### src/rtl/alu_pipe_pkg.sv
// Shared definitions for the pipelined saturating ALU: opcode map, opcode width
// and the default Q-format used by the fixed-point multiply.
package alu_pipe_pkg;

    localparam int ALU_OPW      = 8;
    localparam int ALU_DEF_N    = 16;
    localparam int ALU_DEF_FRAC = 12;
    localparam int ALU_DEF_SW   = 5;

    localparam logic [ALU_OPW-1:0] ALU_NOP  = 8'h00;
    localparam logic [ALU_OPW-1:0] ALU_ADD  = 8'h01;
    localparam logic [ALU_OPW-1:0] ALU_SUB  = 8'h02;
    localparam logic [ALU_OPW-1:0] ALU_MUL  = 8'h03;
    localparam logic [ALU_OPW-1:0] ALU_AND  = 8'h04;
    localparam logic [ALU_OPW-1:0] ALU_OR   = 8'h05;
    localparam logic [ALU_OPW-1:0] ALU_XOR  = 8'h06;
    localparam logic [ALU_OPW-1:0] ALU_SHLA = 8'h07;
    localparam logic [ALU_OPW-1:0] ALU_SHRA = 8'h08;
    localparam logic [ALU_OPW-1:0] ALU_SHRL = 8'h09;
    localparam logic [ALU_OPW-1:0] ALU_ROL  = 8'h0A;
    localparam logic [ALU_OPW-1:0] ALU_ROR  = 8'h0B;

endpackage

### src/rtl/alu_sat.sv
// Signed narrowing from W to N bits: passes the value through when it fits,
// otherwise clamps to the nearest N-bit extreme and raises sat.
module alu_sat #(
    parameter int W = 33,
    parameter int N = 16
) (
    input  logic signed [W-1:0] x,
    output logic        [N-1:0] y,
    output logic                sat
);

    logic fits;

    // The value fits when every bit from the new sign position upward matches x's sign.
    assign fits = (x[W-1:N-1] == {(W-N+1){x[W-1]}});
    assign sat  = !fits;
    assign y    = fits     ? x[N-1:0]
                : x[W-1]   ? {1'b1, {(N-1){1'b0}}}
                :            {1'b0, {(N-1){1'b1}}};

endmodule

### src/rtl/alu_pipe.sv
// Two-stage valid/ready ALU: stage 1 captures the operation, stage 2 computes
// and registers a saturated result with status flags.
module alu_pipe
    import alu_pipe_pkg::*;
#(
    parameter int N    = ALU_DEF_N,
    parameter int FRAC = ALU_DEF_FRAC,
    parameter int SW   = ALU_DEF_SW,
    parameter int OPW  = ALU_OPW
) (
    input  logic           clk,
    input  logic           rst,
    input  logic           in_valid,
    output logic           in_ready,
    input  logic [OPW-1:0] opcode,
    input  logic [N-1:0]   a,
    input  logic [N-1:0]   b,
    input  logic [SW-1:0]  shift,
    output logic           out_valid,
    input  logic           out_ready,
    output logic [N-1:0]   y,
    output logic           sat,
    output logic           zero,
    output logic           neg,
    output logic           err
);

    localparam int WA = N + 2**SW + 1;
    localparam int WM = 2 * N;
    localparam int WS = (WA > WM) ? WA : WM;

    logic                 adv1, adv2;
    logic                 s1_valid;
    logic [OPW-1:0]       s1_op;
    logic signed [N-1:0]  s1_a, s1_b;
    logic [SW-1:0]        s1_shift;

    logic signed [WS-1:0] a_shl, b_ext, sum, diff, sat_in;
    logic signed [WM-1:0] prod, prod_q;
    logic [N-1:0]         sat_y;
    logic                 sat_flag;
    logic [2*N-1:0]       dbl;
    int                   rot;
    logic [N-1:0]         y_next;
    logic                 sat_next, err_next;

    assign adv2     = !out_valid || out_ready;
    assign adv1     = !s1_valid || adv2;
    assign in_ready = adv1;

    // NOTE: sequential state uses non-blocking assignments so every register samples pre-edge values.
    always_ff @(posedge clk) begin
        if (rst)       s1_valid <= 1'b0;
        else if (adv1) s1_valid <= in_valid;
    end

    // NOTE: operand registers carry no reset; s1_valid alone qualifies their contents.
    always_ff @(posedge clk) begin
        if (adv1 && in_valid) begin
            s1_op    <= opcode;
            s1_a     <= a;
            s1_b     <= b;
            s1_shift <= shift;
        end
    end

    // ADD/SUB work in a width that holds the largest pre-shifted operand without loss.
    assign a_shl  = WS'(s1_a) <<< s1_shift;
    assign b_ext  = WS'(s1_b);
    assign sum    = a_shl + b_ext;
    assign diff   = b_ext - a_shl;
    assign prod   = WM'(s1_a) * WM'(s1_b);
    assign prod_q = prod >>> FRAC;

    always_comb begin
        sat_in = sum;
        if (s1_op == ALU_SUB)      sat_in = diff;
        else if (s1_op == ALU_MUL) sat_in = WS'(prod_q);
    end

    alu_sat #(.W(WS), .N(N)) u_sat (
        .x   (sat_in),
        .y   (sat_y),
        .sat (sat_flag)
    );

    assign rot = int'(s1_shift) % N;

    // NOTE: every combinational output gets a default first so no path infers a latch.
    always_comb begin
        y_next   = '0;
        sat_next = 1'b0;
        err_next = 1'b0;
        dbl      = '0;
        case (s1_op)
            ALU_NOP: y_next = '0;
            ALU_ADD, ALU_SUB, ALU_MUL: begin
                y_next   = sat_y;
                sat_next = sat_flag;
            end
            ALU_AND: y_next = s1_a & s1_b;
            ALU_OR:  y_next = s1_a | s1_b;
            ALU_XOR: y_next = s1_a ^ s1_b;
            ALU_SHLA: begin
                if (int'(s1_shift) >= N) y_next = '0;
                else                     y_next = s1_a << s1_shift;
            end
            ALU_SHRA: begin
                if (int'(s1_shift) >= N) y_next = {N{s1_a[N-1]}};
                else                     y_next = s1_a >>> s1_shift;
            end
            ALU_SHRL: begin
                if (int'(s1_shift) >= N) y_next = '0;
                else                     y_next = s1_b >> s1_shift;
            end
            ALU_ROL: begin
                dbl    = {s1_a, s1_a} << rot;
                y_next = dbl[2*N-1:N];
            end
            ALU_ROR: begin
                dbl    = {s1_a, s1_a} >> rot;
                y_next = dbl[N-1:0];
            end
            default: err_next = 1'b1;
        endcase
    end

    always_ff @(posedge clk) begin
        if (rst) begin
            out_valid <= 1'b0;
            y         <= '0;
            sat       <= 1'b0;
            zero      <= 1'b0;
            neg       <= 1'b0;
            err       <= 1'b0;
        end else if (adv2) begin
            out_valid <= s1_valid;
            if (s1_valid) begin
                y    <= y_next;
                sat  <= sat_next;
                zero <= (y_next == '0);
                neg  <= y_next[N-1];
                err  <= err_next;
            end
        end
    end

endmodule

### config.mk
export PLATFORM = sky130hd
export DESIGN_NAME = alu_pipe
export DESIGN_NICKNAME = d
export VERILOG_FILES = /design/src/rtl/alu_pipe_pkg.sv /design/src/rtl/alu_sat.sv /design/src/rtl/alu_pipe.sv
export SDC_FILE = /design/constraint.sdc
export NUM_CORES = 1
export LEC_CHECK = 0
export CAP_MARGIN = 20
export CORE_AREA = 2 2 253 180
export DETAILED_ROUTE_END_ITERATION = 16
export DIE_AREA = 0 0 255 182
export PLACE_DENSITY = 0.71
export RECOVER_POWER = 100
export SLEW_MARGIN = 20
export SYNTH_ARGS = -nofsm -noshare
export SYNTH_HDL_FRONTEND = slang
export SYNTH_SLANG_ARGS = --single-unit
### constraint.sdc
create_clock -name clk -period 9.65 [get_ports clk]
set_input_delay 1.93 -clock clk [delete_from_list [all_inputs] [get_ports clk]]
set_output_delay 1.93 -clock clk [all_outputs]
set_load 0.005 [all_outputs]
# == Word-level counts from Yosys, hierarchy flattened ==
# Index checks and enable logic that the tools add are counted.
# classes
add_sub_neg,2
shifts,6
n_eq_ne,12
multipliers,1
mux,10
n_bitwise,3
magnitude_cmp,1
div,0
reduce_logical,11
# ops
operator,n
$pmux 16 s9,1
$mux 49,2
$mux 16,5
$add 49x16->49,1
$sshl 16x5->49,1
$sub 16x49->49,1
$eq 33x33->1,1
$eq 8x3->1 const B,4
$eq 8x4->1 const B,4
$mul 16x16->32,1
$shl 32x4->32,1
$shr 32x4->16,1
$and 16x16->16,1
$eq 8x2->1 const B,2
$logic_not 16->1,1
$or 16x16->16,1
$shl 16x5->16,1
$shr 16x5->16,1
$sshr 16x5->16,1
$xor 16x16->16,1
$reduce_or 12->1,1
$eq 8x1->1 const B,1
$logic_not 8->1,1
$ge 5x5->1 const B,1
6 further kinds,10
# word_totals
latch_bits,0
rom_bits,0
mem_bits_rw,0
mem_count,0
reg_bits,67
elab_cells,57

# == Longest topological paths before layout ==
# depth
word_depth,8
depth_mapped,32
ltp_nobuf,28

# == Cells and area by module ==
# From an unflattened synthesis, not the netlist that was laid out.
# unflattened
hier_cells,2839
area_unflattened_um2,22380.2
# by_module_without_submodules
mod,cells_per_inst,n_inst,area_each_um2
alu_pipe,2771,1,21939.8
alu_sat,68,1,440.4

# == Least setup slack after synthesis ==
# Ideal clock, no wire load.
# synth_path
path_type,flip-flop to flip-flop
from,register s1_b[15]
to,register y[3]
setup_slack_ns,0.483
setup_ns,0.091
t_arrival_ns,9.076
stages_incl_launch_ff,28
synth_period_minus_slack_ns,9.167
path_cell_list,edfxtp_1 -> inv_1 -> buf_1 -> nor2_1 -> fa_1 -> fa_1 -> fa_1 -> fa_1 -> fa_1 -> inv_1 -> fa_1 -> inv_1 -> ha_1 -> a21oi_1 -> o211ai_1 -> a22o_1 -> o21ba_2 -> or4_1 -> and3_4 -> or4_4 -> nor3b_2 -> nand4_1 -> nor4b_2 -> a21oi_1 -> or2_1 -> buf_6 -> or3_1 -> a311oi_1
# synth_via
elab_chain_len,6
word_cells_on_any_way,11
classes_between,2 x add/sub; 1 x mul; 1 x eq/ne; 1 x shift; 6 x mux
# synth_lines
element,line_no,source
start: declaration,alu_pipe.sv:35,"logic signed [N-1:0] s1_a, s1_b;"
start signal: assignment,alu_pipe.sv:62,s1_b <= b;
$mul 16x16->32 / $add 49x16->49 (equally long branches),"alu_pipe.sv:72, alu_pipe.sv:70",
$mux 49,alu_pipe.sv:78,else if (s1_op == ALU_MUL) sat_in = WS'(prod_q);
$mux 49,alu_pipe.sv:77,if (s1_op == ALU_SUB) sat_in = diff;
$eq 33x33->1 / $mux 16 (equally long branches),"alu_sat.sv:15, alu_sat.sv:18",
$mux 16,alu_sat.sv:17,assign y = fits ? x[N-1:0]
$pmux 16 s9 (*),alu_pipe.sv:95,case (s1_op)
end signal: assignment,alu_pipe.sv:139,y <= y_next;
end: declaration,alu_pipe.sv:21,"output logic [N-1:0] y,"
# Every way passes the cells marked *; elsewhere a longest branch is shown, timed or not.
# A chain may end at the register's enable or synchronous reset.

# == Final worst setup path ==
# layout_path
from,register s1_b[9]
to,register y[11]
# Same word-level chain as after synthesis.

==> flow_metrics.env <==
export IMPL_outcome="finished, violations left"
export IMPL_violations="max-capacitance violations, max-slew violations"
export IMPL_yosysWarnings=0
export IMPL_slew_headroom=-1.17
export IMPL_crit_slowest_cell="edfxtp_1"
export IMPL_path_max_fanout=13
export IMPL_rows=65
export IMPL_seq_power_share=0.032
export IMPL_dieArea_mm2=0.0464
export IMPL_drv_cap=1
export IMPL_areaGrowthSynthToFinish_pct=9.41
export IMPL_syn_instance_count=3066
export IMPL_nNetsFinal=3624
export IMPL_drt_wl_total_um=103000
export IMPL_crit_top_cell="fa_1"
export IMPL_combPwrFrac=0.930
export IMPL_yosys_area_share_simple=0.191
export IMPL_p_int_w=0.00399
export IMPL_rsz0062_at_grt="false"
export IMPL_antenna_found_initial=5
export IMPL_crit_arrival_ns=9.85
export IMPL_final_cell_mix="422 x inv_1, 367 x nor2_1, 288 x nand2_1, 263 x fa_1, 253 x a21oi_1"
export IMPL_switching_share=0.623
export IMPL_synthFlopType="edfxtp_1"
export IMPL_power_leakage_nw=11.6
export IMPL_hp_start="sat"
export IMPL_cp_end_kind="flop"
export IMPL_hold_depth=2
export IMPL_p_clk_frac=0.038
export IMPL_synth_fp_nets=3582
export IMPL_period_minus_slack_ns=9.57
export IMPL_regArea_mm2=0.00177
export IMPL_avgSynthCellArea_um2=7.53
export IMPL_nFillCells=4214
export IMPL_synth_edf_count=45
export IMPL_fp_dieW_um=255
export IMPL_worst_setup_path_type="flop to flop"
export IMPL_cp_data_required_time_ns=9.93
export IMPL_synth_adder_area_share=0.339
export IMPL_rr_worst_depth=28
export IMPL_vias_per_cell=6.71
export IMPL_timing_rr_end="y[11]"
export IMPL_core_mm2=0.0443
export IMPL_cp_start_kind="flop"
export IMPL_placed_cell_area_mm2=0.0248
export IMPL_r2r_slack_ns=0.08
export IMPL_synth_mux_area_frac=0.0423
export IMPL_synth_top_family_by_area="adder cells"
export IMPL_holdPathEnd="sat"
export IMPL_cts_htree_levels=3
export IMPL_synth_area_mm2=0.0231
export IMPL_initial_core_util=0.521
export IMPL_synth_compound_gate_area_share=0.233
export IMPL_grt_pass1_wl_um=151000
export IMPL_critical_path_max_stage_delay_ns=0.93
export IMPL_routedWlPerCell_um=27.8
export IMPL_drv_slew=46
export IMPL_grt_usage=0.444
export IMPL_worst_pin_slew_ns=3.26
export IMPL_synth_xor_area_frac=0.0175
export IMPL_finalCritPeriodShare=0.992
export IMPL_io_pins=71
export IMPL_drive_above_1_share=0.0675
export IMPL_numClockSinks=66
export IMPL_hold_class="flop to flop"
export IMPL_setup_viol=0
export IMPL_clk_pin_slew_ns=0.06
export IMPL_die_height_um=182
export IMPL_routabilityCongestion=1.15
export IMPL_clkLatencyLatePin_ns=0.38
export IMPL_grt_overflow=0
export IMPL_dr_total_vias=25000
export IMPL_power_density_mw_per_mm2=419
export IMPL_clock_fmax_mhz=104
export IMPL_final_common_cell="inv_1"
export IMPL_first_pass_iters=7
export IMPL_ys_async_sr_fraction=0
export IMPL_synth_seq_cells=66
export IMPL_grt_pass1_vias=23400
export IMPL_setup_tns_ns=0
export IMPL_cts_made_buffers=9
export IMPL_dpl_hpwl_um=84100
export IMPL_dr_first_iter_drc_count=4080
export IMPL_r2r_start="s1_b[9]"
export IMPL_clockBufferDepth=2
export IMPL_critPathLaunch="s1_b[9]"
export IMPL_grt_max_degree=68
export IMPL_ant_nets=0
export IMPL_drc=0
export IMPL_yosysSeqAreaShare=0.0768
export IMPL_dp_cells=3693
export IMPL_final_cell_count_no_fill=3719
export IMPL_cts_root_buf="clkbuf_16"
export IMPL_ir_drop_mv=0.805
export IMPL_multiInputGateArea_mm2=0.0190
export IMPL_switchingPower_w=0.00658
export IMPL_fin_area_mm2=0.0252
export IMPL_cts_tree="yes"
export IMPL_io_buffers=70
export IMPL_hold_violations=0
export IMPL_skew_ns=0.0161
export IMPL_ys_types=92
-- synth_stat cells, drive strengths merged, types with 12 or more instances --
master   number  area, um^2
o21bai       23         173
a2111oi      13         139
or2          18         113
nor2        367        1380
nand3        49         245
o211ai       26         195
a211oi       49         373
or3          21         131
o22ai        24         150
mux2i        65         651
xnor2        32         280
edfxtp       45        1350
a311oi       15         138
nor2b        32         200
dfxtp        21         420
inv         424        1590
ha          204        2550
a21o         36         270
o21ai       170         855
clkbuf      121         454
and2         20         125
xor2         14         123
o221ai       12         105
nand4        26         163
nand2       288        1080
a22oi        13        97.6
a21oi       253        1270
nor4         24         163
a31oi        25         156
clkinv       14        52.6
o31ai        31         233
o21a         17         128
nand2b       28         175
nor3         49         255
fa          263        5270
buf          50         229
-- flip-flops by register name, indices dropped and copies added, names as in the netlist --
name and count:
s1_op 8, s1_b 16, sat 1, zero 1, s1_valid 1, s1_a 16
y 16, s1_shift 5, err 1, out_valid 1
-- metal layers --
metal / wire length, um / track usage / part of all wire / up-vias
li1: - / - / - / 10600
met1: 43800 / 0.666 / 0.42 / 12000
met2: 37300 / 0.554 / 0.36 / 2010
met3: 19500 / 0.225 / 0.19 / 278
met4: 2890 / 0.0896 / 0.028 / 2
met5: 13 / 0 / 0.00013 / -
-- through the flow --
stage | total power (W) | hold WS, ns | utilization | setup WS [ns]
floorplan | 0.00546 | 0.448 | - | 0.483
global placement | 0.00939 | 0.460 | 0.560 | 0.457
detailed placement | 0.00955 | 0.460 | 0.560 | 0.328
CTS | 0.0100 | 0.469 | 0.568 | 0.280
global route | 0.0110 | 0.516 | 0.569 | 0.0320
finish | 0.0106 | 0.460 | 0.570 | 0.0753
-- critical path: cells and delay by family, from the launching register on --
| family | cells | cell delay, ns |
|---|---|---|
| flops | 1 | 0.93 |
| simple gates | 5 | 1.66 |
| xor+xnor | 1 | 0.16 |
| buf+inv | 6 | 1.17 |
| compound gates | 9 | 2.33 |
| fa+ha+maj | 7 | 3.24 |
-- worst max path at each step --
stage	end	slack [ns]	depth (start not counted)
after global routing	y[1]	0.03	28
final	y[11]	0.08	28
after global placement	y[11]	0.46	27
after CTS	y[11]	0.28	25
after floorplan	y[3]	0.48	27
after detailed placement	y[1]	0.33	25
-- area by class of cell --
type / instances / share of cell area
multi-input cells: 2391 / 0.753
flip-flops and latches: 66 / 0.0702
repair buffers: 202 / 0.0680
inverters: 438 / 0.0651
well taps: 603 / 0.0299
clock buffers: 14 / 0.0131
clock inverters: 2 / 0.000694
diodes: 3 / 0.000297
-- repair_timing --
action,CTS,global route
resized for setup,0,1
hold buffers,0,0
hold endpoints to repair,0,0
endpoints found under the setup margin,0,14
buffers inserted,0,6
-- power by group through the flow --
stage	Combinational, W	Clock (W)	Sequential (W)
final	0.00983	0.000398	0.000343
after global routing	0.0102	0.000407	0.000344
after CTS	0.00926	0.000398	0.000344
after detailed placement	0.00921	0	0.000350
after global placement	0.00904	0	0.000348
after floorplan	0.00511	0	0.000343
-- logic make-up (layout without fill, tap and decap cells) --
| kind of cell | count (synthesis) | count (layout) |
|---|---|---|
| and+or+nand+nor | 966 | 966 |
| AOI/OAI and AO/OA | 829 | 829 |
| buffers and inverters | 609 | 656 |
| adders and majority gates | 467 | 467 |
| muxes | 83 | 83 |
| DFF | 66 | 66 |
| xor gates and xnor gates | 46 | 46 |
| other | 0 | 3 |
Note: power is estimated with default switching activity, not from simulation.
